`src/rtl/control_unit.sv`:
```
// K&S control unit: Moore FSM that sequences fetch, decode and execute for data_path.
// The decoded-instruction type lives in k_and_s_pkg so data_path and the bench can share it.
package k_and_s_pkg;
  typedef enum logic [3:0] {
    I_NOP, I_LOAD, I_STORE, I_MOVE, I_ADD, I_SUB, I_AND, I_OR,
    I_BRANCH, I_BZERO, I_BNEG, I_BNNEG, I_BOV, I_BNOV, I_HALT
  } decoded_instruction_type;
endpackage

module control_unit
  import k_and_s_pkg::*;
#(
  parameter int RAM_LATENCY = 1
) (
  input  logic                    clk,
  input  logic                    rst,
  input  decoded_instruction_type decoded_instruction,
  input  logic                    zero_op,
  input  logic                    neg_op,
  input  logic                    unsigned_overflow,
  input  logic                    signed_overflow,
  output logic                    branch,
  output logic                    pc_enable,
  output logic                    ir_enable,
  output logic                    addr_sel,
  output logic                    c_sel,
  output logic [1:0]              operation,
  output logic                    write_reg_enable,
  output logic                    flags_reg_enable,
  output logic                    ram_write_enable,
  output logic                    halt
);
  localparam logic [2:0] FETCH   = 3'd0;
  localparam logic [2:0] DECODE  = 3'd1;
  localparam logic [2:0] LOAD    = 3'd2;
  localparam logic [2:0] STORE   = 3'd3;
  localparam logic [2:0] EXEC_RD = 3'd4;
  localparam logic [2:0] EXEC_WR = 3'd5;
  localparam logic [2:0] BRANCH  = 3'd6;
  localparam logic [2:0] HALT    = 3'd7;

  logic [2:0]              state, state_nxt;
  logic [2:0]              wait_cnt;
  decoded_instruction_type op_reg;
  logic                    last, taken;
  logic [1:0]              alu_op;
  logic                    unused_carry;

  // No instruction branches on carry; kept on the port for datapath symmetry.
  assign unused_carry = unsigned_overflow;
  assign last         = (wait_cnt == 3'(RAM_LATENCY - 1));

  always_ff @(posedge clk) begin
    if (rst) begin
      state    <= FETCH;
      wait_cnt <= '0;
      op_reg   <= I_NOP;
    end else begin
      state <= state_nxt;
      if ((state == FETCH || state == LOAD) && !last) wait_cnt <= wait_cnt + 3'd1;
      else                                            wait_cnt <= '0;
      if (state == DECODE) op_reg <= decoded_instruction;
    end
  end

  always_comb begin
    alu_op = 2'b00;
    case (op_reg)
      I_ADD:   alu_op = 2'b01;
      I_SUB:   alu_op = 2'b10;
      I_AND:   alu_op = 2'b11;
      default: alu_op = 2'b00;
    endcase
  end

  always_comb begin
    taken = 1'b0;
    case (op_reg)
      I_BRANCH: taken = 1'b1;
      I_BZERO:  taken = zero_op;
      I_BNEG:   taken = neg_op;
      I_BNNEG:  taken = !neg_op;
      I_BOV:    taken = signed_overflow;
      I_BNOV:   taken = !signed_overflow;
      default:  taken = 1'b0;
    endcase
  end

  always_comb begin
    state_nxt = state;
    case (state)
      FETCH:  if (last) state_nxt = DECODE;
      DECODE: begin
        case (decoded_instruction)
          I_LOAD:                               state_nxt = LOAD;
          I_STORE:                              state_nxt = STORE;
          I_ADD, I_SUB, I_AND, I_OR, I_MOVE:    state_nxt = EXEC_RD;
          I_BRANCH, I_BZERO, I_BNEG, I_BNNEG,
          I_BOV, I_BNOV:                        state_nxt = BRANCH;
          I_HALT:                               state_nxt = HALT;
          default:                              state_nxt = FETCH;
        endcase
      end
      LOAD:    if (last) state_nxt = FETCH;
      STORE:   state_nxt = FETCH;
      EXEC_RD: state_nxt = EXEC_WR;
      EXEC_WR: state_nxt = FETCH;
      BRANCH:  state_nxt = FETCH;
      HALT:    state_nxt = HALT;
      default: state_nxt = FETCH;
    endcase
  end

  // Outputs are blanked while rst is high so no strobe escapes during a reset window.
  always_comb begin
    branch           = 1'b0;
    pc_enable        = 1'b0;
    ir_enable        = 1'b0;
    addr_sel         = 1'b0;
    c_sel            = 1'b0;
    operation        = 2'b00;
    write_reg_enable = 1'b0;
    flags_reg_enable = 1'b0;
    ram_write_enable = 1'b0;
    halt             = 1'b0;
    if (!rst) begin
      case (state)
        FETCH: begin
          ir_enable = last;
          pc_enable = last;
        end
        LOAD: begin
          addr_sel         = 1'b1;
          write_reg_enable = last;
        end
        STORE: begin
          addr_sel         = 1'b1;
          ram_write_enable = 1'b1;
        end
        EXEC_RD: begin
          operation = alu_op;
          c_sel     = 1'b1;
        end
        EXEC_WR: begin
          operation        = alu_op;
          c_sel            = 1'b1;
          write_reg_enable = 1'b1;
          flags_reg_enable = (op_reg != I_MOVE);
        end
        BRANCH: begin
          branch    = 1'b1;
          pc_enable = taken;
        end
        HALT:    halt = 1'b1;
        default: ;
      endcase
    end
  end
endmodule

```
`config.mk`:
```
export PLATFORM = sky130hd
export DESIGN_NAME = control_unit
export DESIGN_NICKNAME = d
export VERILOG_FILES = /design/src/rtl/control_unit.sv
export SDC_FILE = /design/constraint.sdc
export NUM_CORES = 1
export LEC_CHECK = 0
export CORE_ASPECT_RATIO = 0.7
export CORE_MARGIN = 1.5
export CORE_UTILIZATION = 36
export DETAILED_ROUTE_END_ITERATION = 10
export PLACE_DENSITY = 0.6
export SLEW_MARGIN = 5
export SYNTH_ARGS = -nofsm -noshare
export SYNTH_HDL_FRONTEND = slang
export SYNTH_SLANG_ARGS = --single-unit
```
`constraint.sdc`:
```
create_clock -name clk -period 1.6 [get_ports clk]
set_clock_uncertainty 0.15 [all_clocks]
set_input_delay 0.16 -clock clk [delete_from_list [all_inputs] [get_ports clk]]
set_output_delay 0.16 -clock clk [all_outputs]
set_load 0.03 [all_outputs]
```
### Word-level counts from Yosys, hierarchy flattened

Memories as Yosys holds them, arrays and structs flattened.
Cells that the tools add are included.

| cells by class | value |
|---|---|
| magnitude comparators | 0 |
| shift-type cells | 0 |
| multipliers | 0 |
| mux-type cells | 25 |
| reductions and logical operators | 12 |
| bitwise logic cells | 1 |
| div/mod/pow operators | 0 |
| $add $sub $neg | 1 |
| eq/ne operators | 19 |

Operators by type and width:

| cell | count |
|---|---|
| $eq A4 B4 Y1 const B | 6 |
| $pmux W3 S6 | 1 |
| $mux W1 | 16 |
| $eq A3 B3 Y1 const B | 4 |
| $eq A4 B3 Y1 const B | 3 |
| $eq A3 B2 Y1 const B | 2 |
| $logic_not A3 Y1 | 2 |
| $mux W3 | 2 |
| $pmux W1 S6 | 1 |
| $pmux W2 S3 | 1 |
| $reduce_or A2 Y1 | 3 |
| $mux W2 | 2 |
| $ne A2 B2 Y1 const B | 2 |
| $ne A4 B2 Y1 const B | 1 |
| $pmux W1 S2 | 2 |
| $add A3 B1 Y3 const B | 1 |
| $eq A3 B1 Y1 const B | 1 |
| $logic_not A1 Y1 | 3 |
| $reduce_or A3 Y1 | 1 |
| $reduce_and A2 Y1 | 1 |
| $logic_and A1 B1 Y1 | 1 |
| $logic_or A1 B1 Y1 | 1 |
| $not A1 Y1 | 1 |

| storage, ports and cells | value |
|---|---|
| flip-flop bits (word level) | 10 |
| memory bits (read-only) | 48 |
| input bits | 10 |
| bits in latches | 0 |
| memory bits (writable) | 0 |
| memories kept | 1 |

Memories:

| name | depth | width | read ports | clocked after Yosys merged registers in | write ports | line | source |
|---|---|---|---|---|---|---|---|
| (name not given) | 16 | 3 | 1 | 0 | 0 | 94 | `case (decoded_instruction)` |

### Logic depth before layout (Yosys ltp)

Gate-level depths: netlist (run 1).

| logic depth | value |
|---|---|
| word-level depth | 5 |
| depth in mapped cells | 5 |

### Worst setup path before layout (run 1)

No wires, ideal clock.

| timing path | value |
|---|---|
| path type | reg-to-output |
| from | reg state[1] |
| to | out operation[1] |
| path slack | -586 ps |
| cell stages (with the launch flop) | 5 |
| data arrival time | 1876 ps |
| path buffers | 1 |
| cells stage by stage | dfxtp_1 buf_6 nor3b_1 nand3b_1 nor2_1 |

| between the ends | value |
|---|---|
| longest elaborated chain between the ends | 4 |

RTL lines:

| what | line | source |
|---|---|---|
| from (decl) | 42 | `logic [2:0] state, state_nxt;` |
| from (signal assigned) | 59 | `state <= state_nxt;` |
| $eq A3 B3 Y1 | 127 | `case (state)` |
| $reduce_or A2 Y1 (no line) * | -- |  |
| $mux W2 * | 127 |  |
| $mux W2 * | 126 | `if (!rst) begin` |
| to (decl) | 27 | `output logic [1:0] operation,` |

Every way passes the cells marked *; elsewhere a longest branch is shown, timed or not.

### Worst setup path after layout (run 1)

Same ends and word-level chain as after synthesis.

==> results of run 1 <==
==> logic make-up (layout without fill, tap and decap cells) <==
| logic type | after synthesis | in the layout | synth area share [%] |
|---|---|---|---|
| xor gates and xnor gates | 2 | 2 | 2.41 |
| buffers and inverters | 10 | 55 | 7.75 |
| and+or+nand+nor | 41 | 41 | 32.7 |
| muxes | 5 | 5 | 6.88 |
| DFF | 10 | 10 | 27.5 |
| adders and majority gates | 5 | 5 | 8.61 |
| AOI/OAI and AO/OA | 12 | 12 | 14.1 |
==> worst max-delay path: stages, from the launching register on <==
cell	delay, ps
dfxtp_4	370
buf_6	120
nor3b_4	180
nand3b_1	190
nor2_2	140
buf_6	140
==> report_power, final <==
part | switching [uW] | internal (uW)
Combinational | 120 | 153
Sequential | 30.6 | 266
Clock | 91.2 | 138
==> cells in the mapped netlist (2+ instances only) <==
cell      count  area [um^2]
mux2i_1       5         50.1
nor2_1       13         48.8
ha_1          5         62.6
buf_6         2         22.5
dfxtp_1      10          200
inv_1         5         18.8
clkbuf_1      2         7.51
nor3_1        3         15.0
xnor2_1       2         17.5
nor3b_1       3         22.5
nand3_1       5         25.0
nand2b_1      3         18.8
nor2b_1       3         18.8
nand2_1       2         7.51
==> worst min path at each step <==
stage                                 from     endpoint  slack (ps)  depth (start not counted)
global placement               wait_cnt[0]  wait_cnt[0]         360                          2
finish                                 rst  wait_cnt[0]         320                          4
floorplan           decoded_instruction[0]    op_reg[0]         160                          2
detailed placement             wait_cnt[0]  wait_cnt[0]         370                          2
global route                           rst  wait_cnt[2]         340                          4
CTS                                    rst  wait_cnt[2]         330                          4
==> cell usage in the layout, fill, tap and decap left out, types with 2 or more instances in the layout <==
master / n
nor2_2: 3
nor2_1: 9
dfxtp_2: 4
nor2b_4: 3
clkbuf_4: 3
dfxtp_1: 3
nor3b_1: 2
ha_1: 4
inv_1: 4
clkdlybuf4s50_1: 7
dfxtp_4: 3
xnor2_1: 2
buf_4: 26
nand3_1: 5
nor3_1: 3
nor3b_4: 2
nand2b_1: 2
nand2_1: 2
buf_6: 12
mux2i_1: 5
==> cell type report <==
class | instances | area (um^2)
clock buffer | 4 | 36.3
fill | 164 | 599
inverter | 5 | 18.8
multi-input combinational | 65 | 579
sequential | 10 | 216
tap | 22 | 27.5
timing repair buffer | 46 | 409
==> metrics by stage <==
stage	power (uW)	cell area, um^2	hold slack [ps]
5_1_grt	843	1290	343
3_5_place_dp	546	1090	368
4_1_cts	801	1260	326
2_1_floorplan	446	781	157
3_3_place_gp	543	1090	359
6_report	799	1290	320
==> timing repair <==
action / in CTS / in global routing
gates resized for setup: 31 / 5
pin swaps: 5 / 4
hold buffers: 0 / 0
setup endpoints to repair: 11 / 11
cloned: 0 / 0
setup buffers: 5 / 2
==> layer usage <==
| metal | wire, um | vias up | track usage, % |
|---|---|---|---|
| li1 | - | 392 | - |
| met1 | 905 | 359 | 21.5 |
| met2 | 888 | 21 | 31.7 |
| met3 | 96 | 4 | 4.84 |
| met4 | 41 | 0 | 7.74 |
| met5 | 0 | - | 0 |
==> results.yml, run 1 <==
status:
  status: "finished, violations left"
  violations: "negative setup slack"
global_route:
  overflow: 0
  grt_pass1_vias: 691
  grt_max_degree: 10
  grt.total_usage_pct: 18.0
  grt_pass1_wl_mm: 2.98
  grt_antenna_before_repair: 0
place:
  placedCellCount: 142
  dpl.hpwl_mm: 1.43
  place_ws_ps: -200
  gp_congestion: 0.739
  portBuffers: 19
cells_and_area:
  postLayoutCoreUtil_pct: 68.2
  final_cells: 152
  drive_above_1_share_pct: 53.8
  finalNetCount: 146
  area_delta_synth_final_pct: 77.1
  largest_reg_flops: 4
  antenna_cells: 0
die:
  core-area_mm2: 0.00189
  rows: 13
  die_area_mm2: 0.00230
  pin_count: 21
  start_util_pct: 38.5
  die_x_um: 56.7
  die_y_um: 40.6
sta:
  slew_violations: 0
  period_minus_slack_ps: 1710
  slew_headroom_pct: 78.6
  hold_violations: 0
  fmax_mhz: 586
  tightest_slew_ps: 316
  rsz0062_at_grt: "yes"
  tns_ps: -466
  period_share_pct: 107
  setup_viol: 7
  setup_slack_ps: -106
power_and_ir_drop:
  power_leakage_uw: 0.000533
  ir_drop_v: 0.000443
  power.density_mw_per_mm2: 621
clock_tree:
  clk_pin_slew_ps: 70
  clkLatencyLatePin_ps: 270
  clockRootBuffer: "clkbuf_4"
  cts.htree.levels: 1
  clock_sinks: 10
  clockBufferDepth: 2
  cts_made_buffers: 3
  cts_tree: "done"
synth:
  ys_warn_count: 0
  syn-cell-area_um2: 727
  ys.flop_type: "dfxtp_1"
  async_reset_ff_share_pct: 0
  synthCells: 85
  synth_cell_types: 36
  syn_avg_cell_area_um2: 8.55
  ys_seq_elements: 10
  syn_nets: 100
  synth_edf_count: 0
  synth-seq-area-share_pct: 27.5
critical_path:
  endpoint: "operation[1]"
  crit_path_end_kind: "output pin"
  start_kind: "flip-flop"
  crit_path_max_fanout: 5
  reg2reg_to: "state[0]"
  worstSetupStartpoint: "state[1]"
  required_ps: 1290
  ff2ff_setup_slack_ps: 170
  crit_arrival_ps: 1400
  critPathKind: "reg2out"
  r2r-start: "wait_cnt[1]"
  r2r_cells: 5
flow_run:
  cap_violations: 0
detailed_routing:
  detail_route.wl_per_cell_um: 12.7
  ant_nets: 0
  wirelength_mm: 1.93
  via_per_inst: 5.11
  drt_iter0_drc: 16
  drc: 0
  dr.pass1.iters: 4
  via_count: 776
hold_path:
  hp-class: "in2reg"
Note: power is estimated with default switching activity, not from simulation.
==> inputs of run 2 (changes only) <==
--- a/config.mk
+++ b/config.mk
@@ -9,7 +9,8 @@
 export CORE_MARGIN = 1.5
 export CORE_UTILIZATION = 36
 export DETAILED_ROUTE_END_ITERATION = 10
-export PLACE_DENSITY = 0.6
+export DONT_BUFFER_PORTS = 1
+export PLACE_DENSITY = 0.47
 export SLEW_MARGIN = 5
 export SYNTH_ARGS = -nofsm -noshare
 export SYNTH_HDL_FRONTEND = slang
==> results.yml, run 2 (same netlist as run 1, synthesis figures left out) <==
sta:
  setup_viol: 6
  tightest_slew_ps: 404
  slew_violations: 0
  hold_violations: 0
  period_minus_slack_ps: 1690
  tns_ps: -375
  fmax_mhz: 590
  slew_headroom_pct: 72.6
  setup_slack_ps: -94.3
  rsz0062_at_grt: "yes"
  period_share_pct: 106
global_route:
  grt.total_usage_pct: 18.0
  grt_pass1_vias: 593
  overflow: 0
  grt_antenna_before_repair: 0
  grt_max_degree: 8
  grt_pass1_wl_mm: 2.96
status:
  status: "finished, violations left"
  violations: "negative setup slack"
critical_path:
  required_ps: 1290
  crit_path_end_kind: "output pin"
  critPathMaxStageDelay_ps: 390
  cp_slowest_cell: "or3_4"
  ff2ff_setup_slack_ps: 60
  start_kind: "flip-flop"
  critPathKind: "reg2out"
  crit_chain: "or3_4 > nor3_4 > a41o_4"
  crit_arrival_ps: 1380
  crit_path_max_fanout: 5
power_and_ir_drop:
  p_total_uw: 768
  ir_drop_v: 0.000444
  power_leakage_uw: 0.000443
  power.density_mw_per_mm2: 682
place:
  placedCellCount: 119
  gp_congestion: 0.711
  place_ws_ps: 87.7
  dpl.hpwl_mm: 1.30
  portBuffers: 0
detailed_routing:
  drc: 0
  ant_nets: 0
  wirelength_mm: 1.94
  dr.pass1.iters: 4
  drt_iter0_drc: 9
  via_count: 704
  via_per_inst: 5.25
  detail_route.wl_per_cell_um: 14.4
hold_path:
  hp-class: "in2reg"
flow_run:
  cap_violations: 0
die:
  rows: 13
  start_util_pct: 38.5
  die_area_mm2: 0.00230
  die_y_um: 40.6
  die_x_um: 56.7
  pin_count: 21
  core-area_mm2: 0.00189
clock_tree:
  cts.htree.levels: 1
  cts_tree: "done"
  clkLatencyLatePin_ps: 270
  clk_pin_slew_ps: 80
  clock_sinks: 10
  cts_made_buffers: 3
  clockBufferDepth: 2
  clockRootBuffer: "clkbuf_4"
cells_and_area:
  final_cell_mix: "buf_4 (16), nor2_1 (10), buf_6 (7)"
  nFillCells: 170
  area_delta_synth_final_pct: 55.1
  final_cells: 134
  final_common_cell: "buf_4"
  largest_reg_flops: 4
  finalNetCount: 128
  register_area_um2: 214
  drive_above_1_share_pct: 50.0
  antenna_cells: 0
  multi_input_area_um2: 582
-- run 2: per-stage QoR --
stage	instance area [um^2]	hold WS [ps]	utilization [%]
final	1130	22.2	59.7
after global routing	1130	48.3	59.7
after CTS	1070	23.6	56.8
after detailed placement	898	80.5	47.6
after global placement	898	80.7	47.6
after floorplan	781	157	-
-- run 2: layout make-up --
type,instances,area share [%]
Clock buffer,4,3.22
Inverter,5,1.66
Multi-Input combinational cell,65,51.6
Sequential cell,10,19.0
Tap cell,22,2.44
Timing Repair Buffer,28,22.1
-- run 2: routing by layer --
| layer | wire length [um] | track usage (%) | vias up |
|---|---|---|---|
| li1 | - | - | 356 |
| met1 | 972 | 23.3 | 322 |
| met2 | 837 | 28.2 | 21 |
| met3 | 102 | 6.77 | 5 |
| met4 | 23 | 5.36 | 0 |
| met5 | 0 | 0 | - |
-- run 2: repair_timing --
item	in CTS	in global routing
endpoints found under the hold margin	7	0
hold buffers	5	0
setup endpoints to repair	10	8
buffers inserted	3	3
gates resized for setup	23	7
pin swaps	7	2
-- run 2: where the power goes --
part | total [uW] | internal (uW) | switching, uW
clock network | 238 | 138 | 99.4
registers | 294 | 267 | 26.6
logic | 237 | 127 | 110
-- run 2: path summary, 6_finish.rpt --
check,to,startpoint,depth (start not counted)
worst max-delay path,pc_enable,state[2],3
worst min-delay path,state[1],decoded_instruction[3],2
worst max register to register,op_reg[0],state[1],6
worst min register to register,wait_cnt[0],wait_cnt[0],1
-- run 2: worst max-delay path, delay by kind of cell (launching register included) --
family | cells | cell delay [ps]
and+or+nand+nor | 2 | 580
DFF | 1 | 350
AOI/OAI and AO/OA | 1 | 190
==> inputs of run 3 (changes only) <==
--- a/config.mk
+++ b/config.mk
@@ -5,12 +5,16 @@
 export SDC_FILE = /design/constraint.sdc
 export NUM_CORES = 1
 export LEC_CHECK = 0
+export CELL_PAD_IN_SITES_DETAIL_PLACEMENT = 2
+export CELL_PAD_IN_SITES_GLOBAL_PLACEMENT = 2
 export CORE_ASPECT_RATIO = 0.7
 export CORE_MARGIN = 1.5
-export CORE_UTILIZATION = 36
+export CORE_UTILIZATION = 34
+export CTS_CLUSTER_SIZE = 40
 export DETAILED_ROUTE_END_ITERATION = 10
 export DONT_BUFFER_PORTS = 1
-export PLACE_DENSITY = 0.47
+export GPL_ROUTABILITY_DRIVEN = 0
+export PLACE_DENSITY = 0.71
 export SLEW_MARGIN = 5
 export SYNTH_ARGS = -nofsm -noshare
 export SYNTH_HDL_FRONTEND = slang
==> results.yml, run 3 <==
status:
  status: "aborted with a tool error"
  lastStage: "global routing"
  tool.error: "[ERROR DPL-0033] detailed placement checks failed during check placement."
synth:
  syn-cell-area_um2: 727
  syn_avg_cell_area_um2: 8.55
  synthCells: 85
  synthTopCellsByCount: "nor2_1 (13), dfxtp_1 (10)"
  post-synth-top-count-cell: "nor2_1"
  synth.area.top_cells: "dfxtp_1 (28%), ha_1 (8.6%), mux2i_1 (6.9%), nor2_1 (6.7%), nand3_1 (3.4%)"
  synth_area_leader_cell: "dfxtp_1"
  syn_nets: 100
  synth_cell_types: 36
  synth_top_cell_area_share_pct: 27.5
  async_reset_ff_share_pct: 0
  synth_edf_count: 0
  ys_warn_count: 0
  ys.flop_type: "dfxtp_1"
  synth-seq-area-share_pct: 27.5
  ys_seq_elements: 10
die:
  die_y_um: 41.7
  start_util_pct: 37.6
  pin_count: 21
  die_x_um: 58.3
  rows: 13
place:
  placed_cell_area_um2: 898
  dpl.hpwl_mm: 1.83
  portBuffers: 0
  place_ws_ps: -39.5
global_route:
  grt_max_degree: 10
  grt_antenna_before_repair: 0
clock_tree:
  cts_made_buffers: 3
  clock_sinks: 10
  clockBufferDepth: 2
  cts.htree.levels: 1
  clockRootBuffer: "clkbuf_4"
sta:
  grt-worst-endpoint: "pc_enable"
  worst_path_end_type: "output port"
run 3: through the flow:
step	TNS, ps	hold WS [ps]	cells
global placement	0	79.4	119
CTS	-484	37.8	134
floorplan	-206	157	85
detailed placement	-39.5	86.1	119
run 3: cell families after synthesis:
| kind of cell | Yosys count | synth area share, % |
|---|---|---|
| adders and majority gates | 5 | 8.61 |
| and+or+nand+nor | 41 | 32.7 |
| AOI/OAI and AO/OA | 12 | 14.1 |
| xor gates and xnor gates | 2 | 2.41 |
| buffers and inverters | 10 | 7.75 |
| DFF | 10 | 27.5 |
| muxes | 5 | 6.88 |
run 3: what timing repair did:
action,in CTS
hold endpoints to repair,7
gates resized for setup,22
buffers inserted,6
pin swaps,5
hold buffers,5
setup endpoints to repair,11
==> inputs of run 4 (changes only) <==
==> config.mk (replaced) <==
export PLATFORM = sky130hd
export DESIGN_NAME = control_unit
export DESIGN_NICKNAME = d
export VERILOG_FILES = /design/src/rtl/control_unit.sv
export SDC_FILE = /design/constraint.sdc
export NUM_CORES = 1
export LEC_CHECK = 0
export CORE_AREA = 2 2 63 65
export DETAILED_ROUTE_END_ITERATION = 10
export DIE_AREA = 0 0 65 67
export DONT_BUFFER_PORTS = 1
export GPL_ROUTABILITY_DRIVEN = 0
export PLACE_DENSITY_LB_ADDON = 0.15
export SLEW_MARGIN = 5
export SYNTH_ARGS = -nofsm -noshare
export SYNTH_HDL_FRONTEND = slang
export SYNTH_SLANG_ARGS = --single-unit
==> results.yml, run 4 (same netlist as run 1, synthesis figures left out) <==
status:
  status: "finished, violations left"
  violations: "negative setup slack"
sta:
  period_share_pct: 104
  period_minus_slack_ps: 1660
  tightest_slew_ps: 323
  setup_slack_ps: -59.1
  hold_violations: 0
  slew_violations: 0
  setup_viol: 4
  rsz0062_at_grt: "yes"
  slew_headroom_pct: 78.1
  fmax_mhz: 603
critical_path:
  ff2ff_setup_slack_ps: 80
  crit_arrival_ps: 1350
  crit_path_max_fanout: 5
  reg2reg_to: "op_reg[1]"
  cp_slowest_cell: "or3_4"
  crit_path_end_kind: "output pin"
  critPathKind: "reg2out"
  path_buf_inv: 0
  crit_chain: "or3_4 > nor3_4 > a41o_4"
  start_kind: "flip-flop"
  r2r-start: "state[1]"
  required_ps: 1290
  critPathMaxStageDelay_ps: 410
  r2r_cells: 6
  cp_top_family: "simple AND/OR/NAND/NOR gates"
global_route:
  grt_antenna_before_repair: 0
  overflow: 0
  grt_max_degree: 9
  grt_pass1_wl_mm: 3.13
  grt_pass1_vias: 716
  grt.total_usage_pct: 9.45
detailed_routing:
  dr.pass1.iters: 3
  detail_route.wl_per_cell_um: 11.8
  ant_nets: 0
  wirelength_mm: 1.85
  via_per_inst: 4.42
  via_count: 694
  drt_iter0_drc: 18
  drc: 0
clock_tree:
  clkLatencyLatePin_ps: 230
  cts_tree: "done"
  clock_sinks: 10
  clk_pin_slew_ps: 50
  cts_made_buffers: 3
  clockBufferDepth: 2
  clockRootBuffer: "clkbuf_8"
  cts.htree.levels: 1
cells_and_area:
  multi_input_area_um2: 569
  final_common_cell: "buf_4"
  register_area_um2: 206
  antenna_cells: 0
  largest_reg_flops: 4
  nFillCells: 390
  drive_above_1_share_pct: 44.0
  finalNetCount: 126
  area_delta_synth_final_pct: 54.4
  final_cell_mix: "buf_4 (16), nor2_1 (9), dfxtp_1 (7)"
power_and_ir_drop:
  ir_drop_v: 0.000151
  p_total_uw: 775
  power_leakage_uw: 0.000428
  power.density_mw_per_mm2: 691
die:
  die_y_um: 67
  start_util_pct: 20.2
  pin_count: 21
  die_area_mm2: 0.00436
  die_x_um: 65
  rows: 22
  core-area_mm2: 0.00361
place:
  place_ws_ps: 36.2
  dpl.hpwl_mm: 1.48
  portBuffers: 0
flow_run:
  cap_violations: 0
hold_path:
  hp-class: "in2reg"
  worstHoldEndpoint: "state[2]"
  hold-path-cell-count: 3
  min_from: "decoded_instruction[3]"
## run 4: timing repair
| item | 4_1_cts | 5_1_grt |
|---|---|---|
| hold buffers | 5 | 0 |
| gates resized for setup | 17 | 4 |
| endpoints found under the setup margin | 7 | 11 |
| pin swaps | 5 | 3 |
| setup buffers | 3 | 0 |
| hold endpoints to repair | 7 | 0 |
## run 4: report_power, final
part	internal (uW)	switching [uW]	total, uW
clock network	164	91.0	255
registers	267	27.5	294
logic	122	104	226
total	553	223	775
## run 4: worst max-delay path by stage
stage                      from               end  slack [ps]  cells past startpoint
global placement    wait_cnt[0]  write_reg_enable          60                      6
finish                 state[2]         pc_enable         -60                      3
detailed placement  wait_cnt[0]  write_reg_enable          40                      6
CTS                    state[2]         pc_enable         -60                      3
global route           state[1]      operation[1]        -120                      5
floorplan              state[2]         pc_enable        -120                      4
## run 4: worst min-delay path: stages
cell      delay, ps
nand3_1          70
o311ai_1        110
a221oi_2         60
## run 4: area by class of cell
| type | instances | share of cell area, % |
|---|---|---|
| clock buffer | 3 | 3.68 |
| inverter | 5 | 1.67 |
| multi-input combinational | 65 | 50.7 |
| sequential | 10 | 18.4 |
| tap | 48 | 5.35 |
| timing repair buffer | 26 | 20.2 |
## run 4: layer usage
| layer | wire [um] | share of wire [%] | track usage, % | vias up |
|---|---|---|---|---|
| li1 | - | - | - | 351 |
| met1 | 818 | 44 | 10.6 | 331 |
| met2 | 933 | 50 | 16.9 | 10 |
| met3 | 74 | 4.0 | 1.86 | 2 |
| met4 | 27 | 1.5 | 4.79 | 0 |
| met5 | 0 | 0 | 0 | - |
## run 4: per-stage QoR
step / area (um^2) / utilization (%) / hold slack [ps] / std cells / setup TNS (ps)
floorplan: 781 / - / 157 / 85 / -206
global placement: 938 / 26.0 / 79.3 / 146 / 0
detailed placement: 938 / 26.0 / 80.8 / 146 / 0
CTS: 1110 / 30.8 / 62.7 / 157 / -239
global route: 1120 / 31.1 / 94.8 / 157 / -554
finish: 1120 / 31.1 / 61.1 / 157 / -173
